--- src/rtl/nano_io_port.sv ---
// rtl/nano_io_port.sv - Nano core OUTPUT/INPUT peripheral: output byte FIFO plus one-entry input holding register
module nano_io_port #(
  parameter int DATA_W     = 8,
  parameter int DEPTH_LOG2 = 2
) (
  input  logic                  clk,
  input  logic                  rst,
  // controller OUTPUT instruction side
  input  logic                  LdOUTPUT,
  input  logic [DATA_W-1:0]     DtOUT,
  // external consumer of output bytes
  output logic [DATA_W-1:0]     out_data,
  output logic                  out_valid,
  input  logic                  out_ready,
  // output FIFO status
  output logic                  Full,
  output logic                  Overflow,
  output logic [DEPTH_LOG2:0]   OutCount,
  // external producer of input bytes
  input  logic [DATA_W-1:0]     in_data,
  input  logic                  in_valid,
  output logic                  in_ready,
  // controller INPUT instruction side
  input  logic                  RdINPUT,
  output logic [DATA_W-1:0]     DtIN,
  output logic                  InAvail
);

  localparam int DEPTH = 1 << DEPTH_LOG2;
  localparam logic [DEPTH_LOG2:0] DEPTH_CNT = (DEPTH_LOG2 + 1)'(DEPTH);

  // ---------------------------------------------------------------------------
  // Output FIFO
  // ---------------------------------------------------------------------------
  logic [DATA_W-1:0]     mem [DEPTH];
  logic [DEPTH_LOG2-1:0] rd_ptr;
  logic [DEPTH_LOG2-1:0] wr_ptr;
  logic [DEPTH_LOG2:0]   count;
  logic                  overflow_q;
  logic                  pop;
  logic                  push;
  logic                  drop;

  // Status is derived from the registered occupancy only, so the head byte is
  // never a same-cycle pass-through of DtOUT.
  assign out_valid = (count != '0);
  assign Full      = (count == DEPTH_CNT);
  assign OutCount  = count;
  assign Overflow  = overflow_q;
  assign out_data  = mem[rd_ptr];

  // A full FIFO can still accept a byte in the cycle its head is consumed,
  // because the freed slot is the one the write pointer lands on.
  assign pop  = out_valid & out_ready;
  assign push = LdOUTPUT & (~Full | pop);
  assign drop = LdOUTPUT & Full & ~pop;

  // Storage write; contents need no reset since out_data is qualified by out_valid.
  always_ff @(posedge clk) begin
    if (!rst && push) begin
      mem[wr_ptr] <= DtOUT;
    end
  end

  // Pointer advance; both wrap naturally modulo DEPTH.
  always_ff @(posedge clk) begin
    if (rst) begin
      rd_ptr <= '0;
      wr_ptr <= '0;
    end else begin
      if (pop) begin
        rd_ptr <= rd_ptr + 1'b1;
      end
      if (push) begin
        wr_ptr <= wr_ptr + 1'b1;
      end
    end
  end

  // Occupancy tracking; simultaneous push and pop leave it unchanged.
  always_ff @(posedge clk) begin
    if (rst) begin
      count <= '0;
    end else begin
      unique case ({push, pop})
        2'b10:   count <= count + 1'b1;
        2'b01:   count <= count - 1'b1;
        default: count <= count;
      endcase
    end
  end

  // Sticky loss flag: the controller cannot stall, so a dropped byte is only
  // reported, and the report survives until reset.
  always_ff @(posedge clk) begin
    if (rst) begin
      overflow_q <= 1'b0;
    end else if (drop) begin
      overflow_q <= 1'b1;
    end
  end

  // ---------------------------------------------------------------------------
  // Input holding register
  // ---------------------------------------------------------------------------
  logic [DATA_W-1:0] dtin_q;
  logic              avail_q;
  logic              capture;
  logic              consume;

  // Free slot advertised only outside reset; held low while a byte waits, so
  // capture and consume can never land on the same edge.
  assign in_ready = ~rst & ~avail_q;
  assign capture  = in_valid & in_ready;
  assign consume  = RdINPUT & avail_q;
  assign DtIN     = dtin_q;
  assign InAvail  = avail_q;

  // Capture from the producer or release to the core; data persists until
  // the next capture.
  always_ff @(posedge clk) begin
    if (rst) begin
      dtin_q  <= '0;
      avail_q <= 1'b0;
    end else if (capture) begin
      dtin_q  <= in_data;
      avail_q <= 1'b1;
    end else if (consume) begin
      avail_q <= 1'b0;
    end
  end

endmodule
--- config.mk ---
export PLATFORM = sky130hd
export DESIGN_NAME = nano_io_port
export DESIGN_NICKNAME = d
export VERILOG_FILES = /design/src/rtl/nano_io_port.sv
export SDC_FILE = /design/constraint.sdc
export NUM_CORES = 1
export LEC_CHECK = 0
export BUFFER_PORTS_ARGS = -buffer_cell sky130_fd_sc_hd__buf_4
export CAP_MARGIN = 25
export CELL_PAD_IN_SITES_DETAIL_PLACEMENT = 0
export CELL_PAD_IN_SITES_GLOBAL_PLACEMENT = 1
export CORE_MARGIN = 2
export CORE_UTILIZATION = 43
export CTS_CLUSTER_DIAMETER = 40
export DETAILED_ROUTE_END_ITERATION = 8
export GPL_TIMING_DRIVEN = 0
export PLACE_DENSITY_LB_ADDON = 0.1
export SLEW_MARGIN = 20
export SYNTH_ARGS = -nofsm -noshare
export SYNTH_HDL_FRONTEND = slang
export SYNTH_SLANG_ARGS = --single-unit
export TNS_END_PERCENT = 5
--- constraint.sdc ---
create_clock -name clk -period 2 [get_ports clk]
set_input_delay 0.4 -clock clk [delete_from_list [all_inputs] [get_ports clk]]
set_output_delay 0.4 -clock clk [all_outputs]
set_load 0.02 [all_outputs]
; Word level (Yosys, flattened, before mapping)
; Memories as Yosys holds them, arrays and structs flattened. A register that Yosys moved wholly into a read port is not among the register bits.
; Index checks and enable logic that the tools add are counted.
[word_totals]
rom_bits = 0
memories = 1
ram_bits = 32
latchBits = 0
regBits = 17
in_bits = 22
elab_cells = 38
[op_classes]
shift = 0
bitwise = 12
eq_ne = 3
reduce_logical = 5
mul = 0
n_div = 0
muxes = 7
n_addsub = 4
n_lt_le_gt_ge = 0
[mem_list]
columns = name, depth, width, rd, rd_clocked_by_memory_dff, write_ports, line
row1 = mem, 4, 8, 1, 1, 1, 35  ; logic [DATA_W-1:0] mem [DEPTH];
[ops]
columns = op, n
row1 = $and 1x1->1, 7
row2 = $pmux 3 s2, 1
row3 = $add 2x1->2 const B, 2
row4 = $mux 1, 4
row5 = $mux 2, 2
row6 = $not 1->1, 4
row7 = $reduce_bool 2->1, 2
row8 = $add 3x1->3 const B, 1
row9 = $eq 3x3->1 const B, 1
row10 = $reduce_bool 3->1, 1
row11 = $sub 3x1->3 const B, 1
row12 = $eq 2x1->1 const B, 1
row13 = $eq 2x2->1 const B, 1
row14 = $logic_and 1x1->1, 1
row15 = $logic_not 1->1, 1
row16 = $or 1x1->1, 1

; Logic depth before layout (Yosys ltp)
[logic_depth]
word_depth = 7
depth_mapped = 7
ltp_nobuf = 6

; Worst setup path after synthesis
; OpenSTA, ideal clock, no wires.
[synth_timing]
path_kind = register to register
from = reg count[2] (netlist: OutCount[2])
to = reg count[1] (netlist: OutCount[1])
setup_ns = 0.095
arrival_ns = 1.988
stages_incl_launch_ff = 8
slack_ns = -0.084
t_required_ns = 1.905
path_cell_list = dfxtp_1 buf_4 or3_1 nand3_1 fa_1 inv_1 o2111ai_1 a221oi_1
[synth_between]
elab_chain_len = 6
[synth_lines]
columns = item, line
row1 = from (decl), 38  ; logic [DEPTH_LOG2:0] count;
row2 = from (signal assigned), 86  ; 2'b10: count <= count + 1'b1;
row3 = from (signal assigned), 87  ; 2'b01: count <= count - 1'b1;
row4 = from (signal assigned), 88  ; default: count <= count;
row5 = $reduce_bool 3->1 (*), 46  ; assign out_valid = (count != '0);
row6 = named net out_valid, 13  ; output logic out_valid,
row7 = $and 1x1->1 (*), 54  ; assign pop = out_valid & out_ready;
row8 = $or 1x1->1, 55  ; assign push = LdOUTPUT & (~Full | pop);
row9 = $and 1x1->1, 55
row10 = $eq 2x1->1 / $eq 2x2->1 (equally long branches), 85  ; unique case ({push, pop})
row11 = $pmux 3 s2 / $reduce_bool 2->1 (equally long branches), n/a
; Mark *: on every way through the listed nets, which the timed path passes. The rest lies on a longest branch.
; A chain may end at the register's enable or synchronous reset.

; Worst setup path in the final report
[layout_timing]
from = reg count[0] (netlist: OutCount[0])
to = reg count[1] (netlist: OutCount[1])
[layout_between]
elab_chain_len = 6
[layout_lines]
columns = item, line
row1 = $reduce_bool 3->1 / $eq 3x3->1 (equally long branches), "46, 47"
row2 = $and 1x1->1 / $not 1->1 (equally long branches), "54, 55"
row3 = $or 1x1->1, 55
row4 = $and 1x1->1, 55
row5 = $eq 2x1->1 / $eq 2x2->1 (equally long branches), 85
row6 = $pmux 3 s2 / $reduce_bool 2->1 (equally long branches), n/a
; Parallel ways exist; a longest one is shown, timed or not.

==> results.toml <==
[cells_and_area]
final_cell_mix = "47 x buf_4, 32 x edfxtp_1, 17 x dfxtp_1"
finalNonFillerCells = 256
area_growth_pct = 25.7
finalNetCount = 228
drive_gt1_share_pct = 36.1
final_common_cell = "buf_4"
nFillCells = 412
diodes = 0
fin_util_pct = 56.0

[flow_run]
max_cap_viol_count = 0

[timing]
hold_viol = 0
final.setup_skew_ns = 0.00661
fin_crit_sh_pct = 95.3
fmax_mhz = 524
relSlewSlack_pct = 69.1
finalSetupViolCount = 0
holdWs_ns = 0.302
tightest_slew_ns = 0.463
finalWorstPathRequiredPeriod_ns = 1.91
timing.final.max_slew_violations = 0

[worst_setup_path]
r2r-start = "OutCount[0]$_SDFFE_PP0P_"
cp_slowest_stage_delay_ns = 0.41
crit_arrival_ns = 2.12
cp.required_ns = 2.21
reg2reg_to = "OutCount[1]$_SDFFE_PP0P_"
crit_slowest_cell = "fa_1"
cp-startpoint = "OutCount[0]$_SDFFE_PP0P_"
cp_top_family = "simple AND/OR/NAND/NOR gates"
critPathBufInv = 2
critPathLaunchType = "flop"
regToRegSetupSlack_ns = 0.09
end_kind = "flop"
critical_path_class = "flop to flop"
path_cells = "buf_4, or3_4, nand3_2, fa_1, inv_1, o2111ai_2, a221oi_2"
cp-endpoint = "OutCount[1]$_SDFFE_PP0P_"
rr_worst_depth = 7
path_max_fanout = 9
cp.depth = 7

[synth]
synth_mux_area_share_pct = 8.62
synth_top_family_by_area = "simple AND/OR/NAND/NOR gates"
seq_area_frac_synth_pct = 64.2
synth_area_mm2 = 0.00209
synth_seq_cells = 51
synthSimpleGateAreaFrac_pct = 11.7
synth_nets = 178
synthAdderAreaFrac_pct = 3.35
yosys.area.top_type_share_pct = 46.0
yosysUniqueCellTypes = 35
synth_compound_area_share_pct = 6.76
synth_top_area_cell = "edfxtp_1"
syn_area_per_cell_um2 = 13.8
synth-xor-area-share_pct = 1.68
ys.warnings.count = 0
synth.area.top_cells = "edfxtp_1 46%, dfxtp_1 18%, mux4_2 8.6%"
synthCells = 151

[clock_network]
h-tree-depth = 2
clk_latency_ns = 0.29
cts_made_buffers = 5
postCtsHoldBufs = 0
clock_path_buffers = 2
cts.sinks = 51
cts_tree = "built"
clockRootBuffer = "clkbuf_8"
path_clk_slew_ns = 0.09

[power]
p_leak_uw = 0.000983
ir_worst_vdd_uv = 420
power_uw = 2350
powerDensity_mw_per_mm2 = 896

[die]
core_mm2 = 0.00469
die_width_um = 73.7
fp-row-count = 25
io_pins = 46
dieArea_mm2 = 0.00544
die_h_um = 73.7
start_util_pct = 44.6

[placed_design]
hpwl_um = 2620
portBuffers = 44
gp_congestion = 0.703
post-place-cells = 249

[drt]
drc_errors = 0
drt_pass1_iterations = 4
drt_iter0_drc = 28
via_per_inst = 5.02
routed_wl_um = 3660
dr_total_vias = 1284
avgRoutedWirePerCell_um = 14.3
detail-route-antenna-nets = 0

[global_route]
grt_pass1_wl_um = 5990
grt_max_degree = 17
grt_antenna_before_repair = 0
grt_usage_pct = 15.0
grt_pass1_vias = 1311
gr-total-overflow = 0

[run_status]
status = "completed"

[worst_hold_path]
hp-class = "primary input to flop"
min-delay-start = "DtOUT[2]"
how the worst min path moves through the flow:
| stage | end | slack (ns) | cells after the start |
|---|---|---|---|
| final | mem[0][2]$_DFFE_PP_ | 0.30 | 1 |
| after detailed placement | DtIN[0]$_SDFFE_PP0P_ | 0.46 | 2 |
| after global routing | mem[3][5]$_DFFE_PP_ | 0.28 | 1 |
| after global placement | DtIN[1]$_SDFFE_PP0P_ | 0.45 | 2 |
| after floorplan | flop | 0.48 | 2 |
| after CTS | mem[0][2]$_DFFE_PP_ | 0.29 | 1 |
per-stage QoR:
step	area, µm²	setup TNS [ns]	setup WS [ns]
2_1_floorplan	2100	0	0.00247
3_3_place_gp	2500	0	0.0883
3_5_place_dp	2500	0	0.0695
4_1_cts	2610	0	0.0386
5_1_grt	2630	-0.000273	-0.000273
6_report	2630	0	0.0931
flip-flops by register name, indices dropped and copies added, names as in the netlist, named ones only:
signal / flops
mem: 32
DtIN: 8
OutCount: 3
rd_ptr: 2
wr_ptr: 2
InAvail: 1
Overflow: 1
metal layers:
layer / track usage [%] / part of all wire, % / vias to the layer above
met2: 25.0 / 53 / 30
met3: 4.53 / 4.2 / 4
met5: 0 / 0 / -
li1: - / - / 644
met4: 5.66 / 1.2 / 0
met1: 18.2 / 42 / 606
report_power, final:
part,switching [µW],internal [µW],total (µW)
clock,322,373,696
combinational,230,225,455
sequential,37.1,1170,1200
logic make-up after synthesis:
family	count (synthesis)
AO/OA/AOI/OAI	23
XOR/XNOR	4
adder cells (fa/ha/maj)	5
buffers and inverters	16
flip-flops	51
multiplexers	8
AND/OR/NAND/NOR	44
what timing repair did:
action / 4_1_cts / 5_1_grt
setup endpoints to repair: 8 / 3
gates resized for setup: 1 / 6
pin swaps: 0 / 2
buffers inserted: 0 / 1
synthesized netlist by cell type (all sizes together):
master and number:
dfxtp 19, clkbuf 4, nand2b 3, nand2 16, a31oi 1, or2 1, a21oi 12, nand3 3
and2 5, a221oi 1, inv 6, o211ai 1, nor2b 1, o2111ai 2, xor2 4, nor2 8
or3 3, ha 4, mux4 8, o311ai 1, o21bai 1, o21ai 2, edfxtp 32, nand3b 2
fa 1, o31ai 2, buf 6, nor4b 1, nor3 1
final cells by class:
class	count	area, µm²	share of cell area, %
inverters	6	22.5	0.857
well taps	54	67.6	2.57
plain buffers	8	52.6	2.00
repair buffers	45	338	12.9
multi-input cells	84	694	26.4
flip-flops and latches	51	1340	51.1
clock buffers	6	72.6	2.76
clock inverters	2	37.5	1.43
No activity file was read; power rests on OpenSTA's default activity.
